[config.mk]
export PLATFORM = sky130hd
export DESIGN_NAME = dmem_arbiter
export DESIGN_NICKNAME = d
export VERILOG_FILES = /design/src/rtl/cpu_pkg.sv /design/src/rtl/rr_arbiter2.sv /design/src/rtl/dmem_arbiter.sv
export SDC_FILE = /design/constraint.sdc
export NUM_CORES = 1
export LEC_CHECK = 0
export CAP_MARGIN = 40
export CORE_AREA = 4 4 223 225
export CTS_BUF_LIST = sky130_fd_sc_hd__clkbuf_4 sky130_fd_sc_hd__clkbuf_8
export DETAILED_ROUTE_END_ITERATION = 8
export DIE_AREA = 0 0 227 229
export PLACE_DENSITY_LB_ADDON = 0.3
export SYNTH_ARGS = -nofsm -noshare
export SYNTH_HDL_FRONTEND = slang
export SYNTH_SLANG_ARGS = --single-unit
[constraint.sdc]
create_clock -name CLOCK -period 4.4 [get_ports CLOCK]
set_input_delay 1.1 -clock CLOCK [delete_from_list [all_inputs] [get_ports CLOCK]]
set_output_delay 1.1 -clock CLOCK [all_outputs]
set_load 0.03 [all_outputs]
[src/rtl/cpu_pkg.sv]
// Shared definitions for the data-memory arbiter: FSM encoding, owner ids and bus width defaults.
package cpu_pkg;

   localparam int unsigned ADDR_W_DEF = 64;
   localparam int unsigned DATA_W_DEF = 64;
   localparam int unsigned CNT_W      = 4;

   localparam logic OWN_CPU = 1'b0;
   localparam logic OWN_DBG = 1'b1;

   typedef enum logic [1:0] {
      S_IDLE = 2'd0,
      S_BUSY = 2'd1,
      S_RESP = 2'd2
   } state_e;

endpackage

[src/rtl/rr_arbiter2.sv]
// Two-way round-robin grant: a lone requester wins, a tie goes to whoever was not served last.
module rr_arbiter2
   import cpu_pkg::*;
(
   input  logic [1:0] req,
   input  logic       last_owner,
   output logic       gnt_valid_c,
   output logic       gnt_owner_c
);

   always_comb begin
      gnt_valid_c = |req;
      gnt_owner_c = OWN_CPU;
      case (req)
         2'b01:   gnt_owner_c = OWN_CPU;
         2'b10:   gnt_owner_c = OWN_DBG;
         2'b11:   gnt_owner_c = ~last_owner;
         default: gnt_owner_c = OWN_CPU;
      endcase
   end

endmodule

[src/rtl/dmem_arbiter.sv]
// Shares one multi-cycle data-memory port between the CPU load/store path and a debug port,
// stalling the CPU until its own access completes.
module dmem_arbiter
   import cpu_pkg::*;
#(
   parameter int unsigned ADDR_W      = ADDR_W_DEF,
   parameter int unsigned DATA_W      = DATA_W_DEF,
   parameter int unsigned MEM_LATENCY = 2
) (
   input  logic              CLOCK,
   input  logic              RESET_N,
   input  logic              cpu_req,
   input  logic              cpu_we,
   input  logic [ADDR_W-1:0] cpu_addr,
   input  logic [DATA_W-1:0] cpu_wdata,
   output logic              cpu_stall,
   output logic [DATA_W-1:0] cpu_rdata,
   input  logic              dbg_req,
   input  logic              dbg_we,
   input  logic [ADDR_W-1:0] dbg_addr,
   input  logic [DATA_W-1:0] dbg_wdata,
   output logic              dbg_ack,
   output logic [DATA_W-1:0] dbg_rdata,
   output logic              mem_en,
   output logic              mem_we,
   output logic [ADDR_W-1:0] mem_addr,
   output logic [DATA_W-1:0] mem_wdata,
   input  logic [DATA_W-1:0] mem_rdata
);

   localparam logic [ADDR_W-1:0] ADDR_MASK = ~ADDR_W'(7);
   localparam logic [CNT_W-1:0]  CNT_LOAD  = CNT_W'(MEM_LATENCY - 1);

   state_e              state_q, state_d;
   logic                owner_q, owner_d;
   logic                last_owner_q, last_owner_d;
   logic [CNT_W-1:0]    cnt_q, cnt_d;
   logic                we_q, we_d;
   logic [ADDR_W-1:0]   addr_q, addr_d;
   logic [DATA_W-1:0]   wdata_q, wdata_d;
   logic [DATA_W-1:0]   rdata_q, rdata_d;
   logic                mem_en_q, mem_en_d;
   logic                mem_we_q, mem_we_d;
   logic                dbg_ack_q, dbg_ack_d;

   logic                gnt_valid_c;
   logic                gnt_owner_c;

   rr_arbiter2 u_rr (
      .req         ({dbg_req, cpu_req}),
      .last_owner  (last_owner_q),
      .gnt_valid_c (gnt_valid_c),
      .gnt_owner_c (gnt_owner_c)
   );

   // Next-state, request latching and registered memory-side controls.
   always_comb begin
      state_d      = state_q;
      owner_d      = owner_q;
      last_owner_d = last_owner_q;
      cnt_d        = cnt_q;
      we_d         = we_q;
      addr_d       = addr_q;
      wdata_d      = wdata_q;
      rdata_d      = rdata_q;

      case (state_q)
         S_IDLE: begin
            if (gnt_valid_c) begin
               owner_d = gnt_owner_c;
               cnt_d   = CNT_LOAD;
               state_d = S_BUSY;
               if (gnt_owner_c == OWN_DBG) begin
                  we_d    = dbg_we;
                  addr_d  = dbg_addr & ADDR_MASK;
                  wdata_d = dbg_wdata;
               end else begin
                  we_d    = cpu_we;
                  addr_d  = cpu_addr & ADDR_MASK;
                  wdata_d = cpu_wdata;
               end
            end
         end
         S_BUSY: begin
            if (cnt_q == '0) begin
               if (!we_q) begin
                  rdata_d = mem_rdata;
               end
               last_owner_d = owner_q;
               state_d      = S_RESP;
            end else begin
               cnt_d = cnt_q - CNT_W'(1);
            end
         end
         S_RESP: begin
            state_d = S_IDLE;
         end
         default: begin
            state_d = S_IDLE;
         end
      endcase

      // Memory controls follow the state being entered so they are flop outputs.
      mem_en_d  = (state_d == S_BUSY);
      mem_we_d  = (state_d == S_BUSY) && we_d;
      dbg_ack_d = (state_d == S_RESP) && (owner_d == OWN_DBG);
   end

   always_ff @(posedge CLOCK or negedge RESET_N) begin
      if (!RESET_N) begin
         state_q      <= S_IDLE;
         owner_q      <= OWN_CPU;
         last_owner_q <= OWN_DBG;
         cnt_q        <= '0;
         we_q         <= 1'b0;
         addr_q       <= '0;
         wdata_q      <= '0;
         rdata_q      <= '0;
         mem_en_q     <= 1'b0;
         mem_we_q     <= 1'b0;
         dbg_ack_q    <= 1'b0;
      end else begin
         state_q      <= state_d;
         owner_q      <= owner_d;
         last_owner_q <= last_owner_d;
         cnt_q        <= cnt_d;
         we_q         <= we_d;
         addr_q       <= addr_d;
         wdata_q      <= wdata_d;
         rdata_q      <= rdata_d;
         mem_en_q     <= mem_en_d;
         mem_we_q     <= mem_we_d;
         dbg_ack_q    <= dbg_ack_d;
      end
   end

   // The CPU is released only in the response cycle of its own access.
   assign cpu_stall = cpu_req & ~((state_q == S_RESP) & (owner_q == OWN_CPU));

   assign cpu_rdata = rdata_q;
   assign dbg_rdata = rdata_q;
   assign dbg_ack   = dbg_ack_q;
   assign mem_en    = mem_en_q;
   assign mem_we    = mem_we_q;
   assign mem_addr  = addr_q;
   assign mem_wdata = wdata_q;

endmodule

# Yosys cells after proc, flatten, opt, wreduce, memory -nomap -nowiden

Index checks and enable logic that the tools add are counted.

Logic and storage cells: 50
Output and inout bits: 260
Register bits after elaboration: 204
Input bits: 326

Reduce and logical (&&, ||, !) cells: 10
Mux-type cells: 14
Bitwise operators: 6
Add/sub/neg operators: 1
Equal/unequal tests: 8

Operators by type and width:

| kind                                                 | number |
|---|---|
| two-way mux 64 bit                                   | 2 |
| equality test 2 bit (second input constant)          | 4 |
| two-way mux 4 bit                                    | 2 |
| case mux 4 bit (2 select lines)                      | 1 |
| AND reduction 3 bit                                  | 2 |
| two-way mux 1 bit                                    | 5 |
| equality test 2 x 1 -> 1 bit (second input constant) | 2 |
| logical NOT 4 bit                                    | 1 |
| two-way mux 2 bit                                    | 2 |
| inequality test 2 bit (second input constant)        | 2 |
| inverter 1 bit                                       | 4 |
| case mux 2 bit (2 select lines)                      | 1 |
| AND reduction 2 bit                                  | 2 |
| subtractor 4 x 1 -> 4 bit (second input constant)    | 1 |
| AND 1 bit                                            | 2 |
| logical AND 1 bit                                    | 2 |
| logical NOT 2 bit                                    | 1 |
| case mux 1 bit (2 select lines)                      | 1 |
| nonzero test 2 bit                                   | 1 |
| OR reduction 2 bit                                   | 1 |

# Longest topological paths before layout

Depth after elaboration: 6
Gate-level depth with buffers: 7

# Cells and area by module

A second synthesis with hierarchy kept.

Cell total of the unflattened synthesis: 794
Area, all modules: 9387.8 µm²

Modules (own cells, without submodules):

| module       | sequential area each (µm²) | area each (µm²) | cells an instance | instances |
|---|---|---|---|---|
| dmem_arbiter | 5031.1                     | 9374.0          | 792               | 1 |
| rr_arbiter2  | 0.0                        | 13.8            | 2                 | 1 |

# Least setup slack after synthesis

No wires, ideal clock.

Path kind: in2out
Start: input cpu_req
End: output cpu_stall
Path slack: 1.481 ns
Buffers on the path: 0
Arrival time: 1.819 ns
Stages: 1
Required time: 3.300 ns
Path through: a21boi_0

Word-level cells in the longest chain between the ends: 1

Ends and longest elaborated chain:

| item               | RTL line            | text |
|---|---|---|
| start: declaration | dmem_arbiter.sv:12  | `input logic cpu_req,` |
| AND 1 bit          | dmem_arbiter.sv:138 | `assign cpu_stall = cpu_req & ~((state_q == S_RESP) & (owner_q == OWN_CPU));` |
| end: declaration   | dmem_arbiter.sv:16  | `output logic cpu_stall,` |

No other way between the ends.

# Worst setup path in the final report

Same ends and word-level chain as after synthesis.

==> flow_metrics.env <==
export IMPL_status="finished, final reports clean"
export IMPL_post_cts_buffers=0
export IMPL_min_path_type="reg2reg"
export IMPL_num_vias=8208
export IMPL_nFillCells=4853
export IMPL_first_iter_violations=417
export IMPL_worstSetupPathDepth=4
export IMPL_path_max_fanout=5
export IMPL_relSlewSlack_pct=46.3
export IMPL_critPathMaxStageDelay_ns=0.74
export IMPL_io_pins=586
export IMPL_hold_violations=0
export IMPL_die_area_sq_um=52000
export IMPL_wl_per_cell_um=18.3
export IMPL_ir_drop_mv=0.328
export IMPL_route_detailed_drc=0
export IMPL_initial_core_util_pct=19.6
export IMPL_syn_area_per_cell_sq_um=11.5
export IMPL_maxCapViolCount=0
export IMPL_grt_pass1_vias=8862
export IMPL_synthArstFlopShare_pct=100
export IMPL_fin_ws_ns=0.666
export IMPL_power_density_nw_per_um2=770
export IMPL_die_height_um=229
export IMPL_htree_levels=2
export IMPL_cp_start_kind="input pin"
export IMPL_synth_cell_types=30
export IMPL_synth_edf_count=0
export IMPL_cts_hold_buf=0
export IMPL_grt_ovfl_total=0
export IMPL_dp_hpwl_um=26800
export IMPL_period_minus_slack_ns=3.73
export IMPL_routed_via_density=4.19
export IMPL_max_freq_ghz=0.268
export IMPL_finalSetupViolCount=0
export IMPL_die_w_um=227
export IMPL_place_gp_congestion=0.775
export IMPL_place_area_sq_um=15300
export IMPL_drv_slew=0
export IMPL_synth_cell_area_sq_um=9340
export IMPL_path_cells="clkdlybuf4s50_1 -> buf_4 -> a21boi_0 -> clkdlybuf4s50_1"
export IMPL_rrSetupSlack_ns=2.04
export IMPL_crit_top_cell="clkdlybuf4s50_1"
export IMPL_leakagePower_nw=6.53
export IMPL_fin_crit_sh_pct=84.9
export IMPL_ant_nets=0
export IMPL_pre_cts_ws_ns=0.661
export IMPL_clock_path_buffers=3
export IMPL_firstDrtPassIters=4
export IMPL_cp_required_ns=3.30
export IMPL_ys_seq_elements=201
export IMPL_antenna_found_initial=3
export IMPL_rsz0062_at_grt="no"
export IMPL_skew_ns=0.0245
export IMPL_final_cell_area_sq_um=16100
export IMPL_grt_pass1_wl_um=53200
export IMPL_fin_setup_tns_ns=0
export IMPL_crit_family="buffers and inverters"
export IMPL_yosysWarnings=0
export IMPL_grt_usage_pct=13.1
export IMPL_endpoint_kind="output pin"
export IMPL_fin_nets=1643
export IMPL_grt_max_degree=128
export IMPL_cts_clk_slew_worst_paths_ns=0.06
export IMPL_fp_row_count=80
export IMPL_cts_buffers=39
export IMPL_clock_root_buffer="clkbuf_8"
export IMPL_synthFlopType="dfrtp_1"
export IMPL_crit_type="in2out"
export IMPL_final_core_util_pct=33.9
export IMPL_cts_resized=0
export IMPL_drive_gt1_share_pct=7.08
export IMPL_ff2ff_path_depth=7
export IMPL_ys_top_cells_by_area="dfrtp_1, mux2i_1, o21ai_0"
export IMPL_finalPower_mw=12.4
export IMPL_synth_cells=813
export IMPL_crit_buf_inv=3
export IMPL_worst_pin_slew_ns=0.805
export IMPL_synthDominantCellAreaShare_pct=53.6
export IMPL_crit_arrival_ns=2.63
export IMPL_clkSinkCount=201
export IMPL_synth_top_cell_by_area="dfrtp_1"
export IMPL_numPortBuffers=576
export IMPL_cts_tree="yes"
export IMPL_area_growth_synth_to_final_pct=72.6
export IMPL_wl_um=35800
export IMPL_cpMaxStageDelayCell="clkdlybuf4s50_1"
export IMPL_hold_depth=2
export IMPL_core_sq_um=47500
export IMPL_clock_latency_ns=0.56
export IMPL_synth_seq_area_share_pct=53.9
## layout make-up
cell class	instances	area, sq um	share of cell area (%)
well taps	615	769	4.77
multi-input cells	480	3530	21.9
clock inverters	8	72.6	0.450
clock buffers	60	744	4.62
repair buffers	590	5960	37.0
diodes	1	2.50	0.0155
inverters	3	11.3	0.0699
flip-flops and latches	201	5030	31.2
## cell families (layout without fill, tap and decap cells)
group | after synthesis | count (layout) | synth area share (%)
DFF | 201 | 201 | 53.9
other | 1 | 4 | 0.0402
and+or+nand+nor | 17 | 17 | 1.11
adders and majority gates | 2 | 2 | 0.268
muxes | 193 | 193 | 21.6
buffers and inverters | 134 | 661 | 8.76
AOI/OAI and AO/OA | 265 | 265 | 14.4
## worst min-delay path: stages, from the launching register on
cell and delay, ns:
dfrtp_1 0.33, o21ai_0 0.07, o21ai_0 0.06
## cell usage after synthesis (2+ instances only)
cell        n
o21ai_1     8
dfrtp_1   200
nand3_1     3
ha_1        2
clkbuf_1   43
buf_2      15
o21ai_0   250
nor3_1      2
mux2i_1   128
o22ai_1     2
a21boi_0    2
mux2_2      5
buf_4      67
nor2_1      4
inv_1       3
buf_6       6
mux2_1     60
## power breakdown
group | total (mW) | internal [mW] | switching, mW
combinational | 7.12 | 2.91 | 4.20
clock | 1.95 | 1.13 | 0.815
sequential | 3.34 | 2.79 | 0.558
total | 12.4 | 6.83 | 5.58
## sequential cells by signal, indices dropped and copies added, names as in the netlist
signal / count
state_q: 2
dbg_ack: 1
we_q: 1
mem_en: 1
mem_addr: 61
cpu_rdata: 64
cnt_q: 4
mem_we: 1
last_owner_q: 1
owner_q: 1
mem_wdata: 64
## metal layers
layer	share of wire [%]	track usage, %	vias up	wire [um]
met3	9.5	4.96	60	3420
met1	38	14.6	3930	13500
met5	0.047	0	-	17
li1	-	-	3829	-
met2	50	23.0	385	17900
met4	2.7	4.14	4	983
## worst paths after layout
| kind | from | to |
|---|---|---|
| worst max-delay path | cpu_req | cpu_stall |
| worst min-delay path | mem_wdata[44]$_DFFE_PN0P_ | mem_wdata[44]$_DFFE_PN0P_ |
| worst max register to register | cnt_q[0]$_DFFE_PN0P_ | cpu_rdata[17]$_DFFE_PN0P_ |
| worst min register to register | mem_wdata[44]$_DFFE_PN0P_ | mem_wdata[44]$_DFFE_PN0P_ |
| max in group asynchronous | RESET_N | mem_wdata[14]$_DFFE_PN0P_ |
| min in group asynchronous | RESET_N | cpu_rdata[50]$_DFFE_PN0P_ |
## layout by cell type (no fill, tap or decap), types with 2 or more instances in the layout
master,synthesis,routed
clkbuf_8,0,48
clkinvlp_4,0,3
o21ai_1,8,7
mux2_2,5,5
mux2_1,60,60
nor2_1,4,3
nand3_1,3,3
clkdlybuf4s50_1,0,575
o21ai_0,250,250
buf_12,0,5
inv_1,3,3
dfrtp_1,200,200
nor3_1,2,2
ha_1,2,2
o22ai_1,2,2
clkinv_2,0,4
clkbuf_4,0,13
buf_4,67,8
mux2i_1,128,128
conb_1,1,3
## through the flow
step,std cells,hold WS [ns]
after global routing,1958,0.528
after global placement,1888,0.486
after floorplan,815,0.455
final,1958,0.501
after CTS,1957,0.509
after detailed placement,1889,0.496
Note: power is estimated with default switching activity, not from simulation.
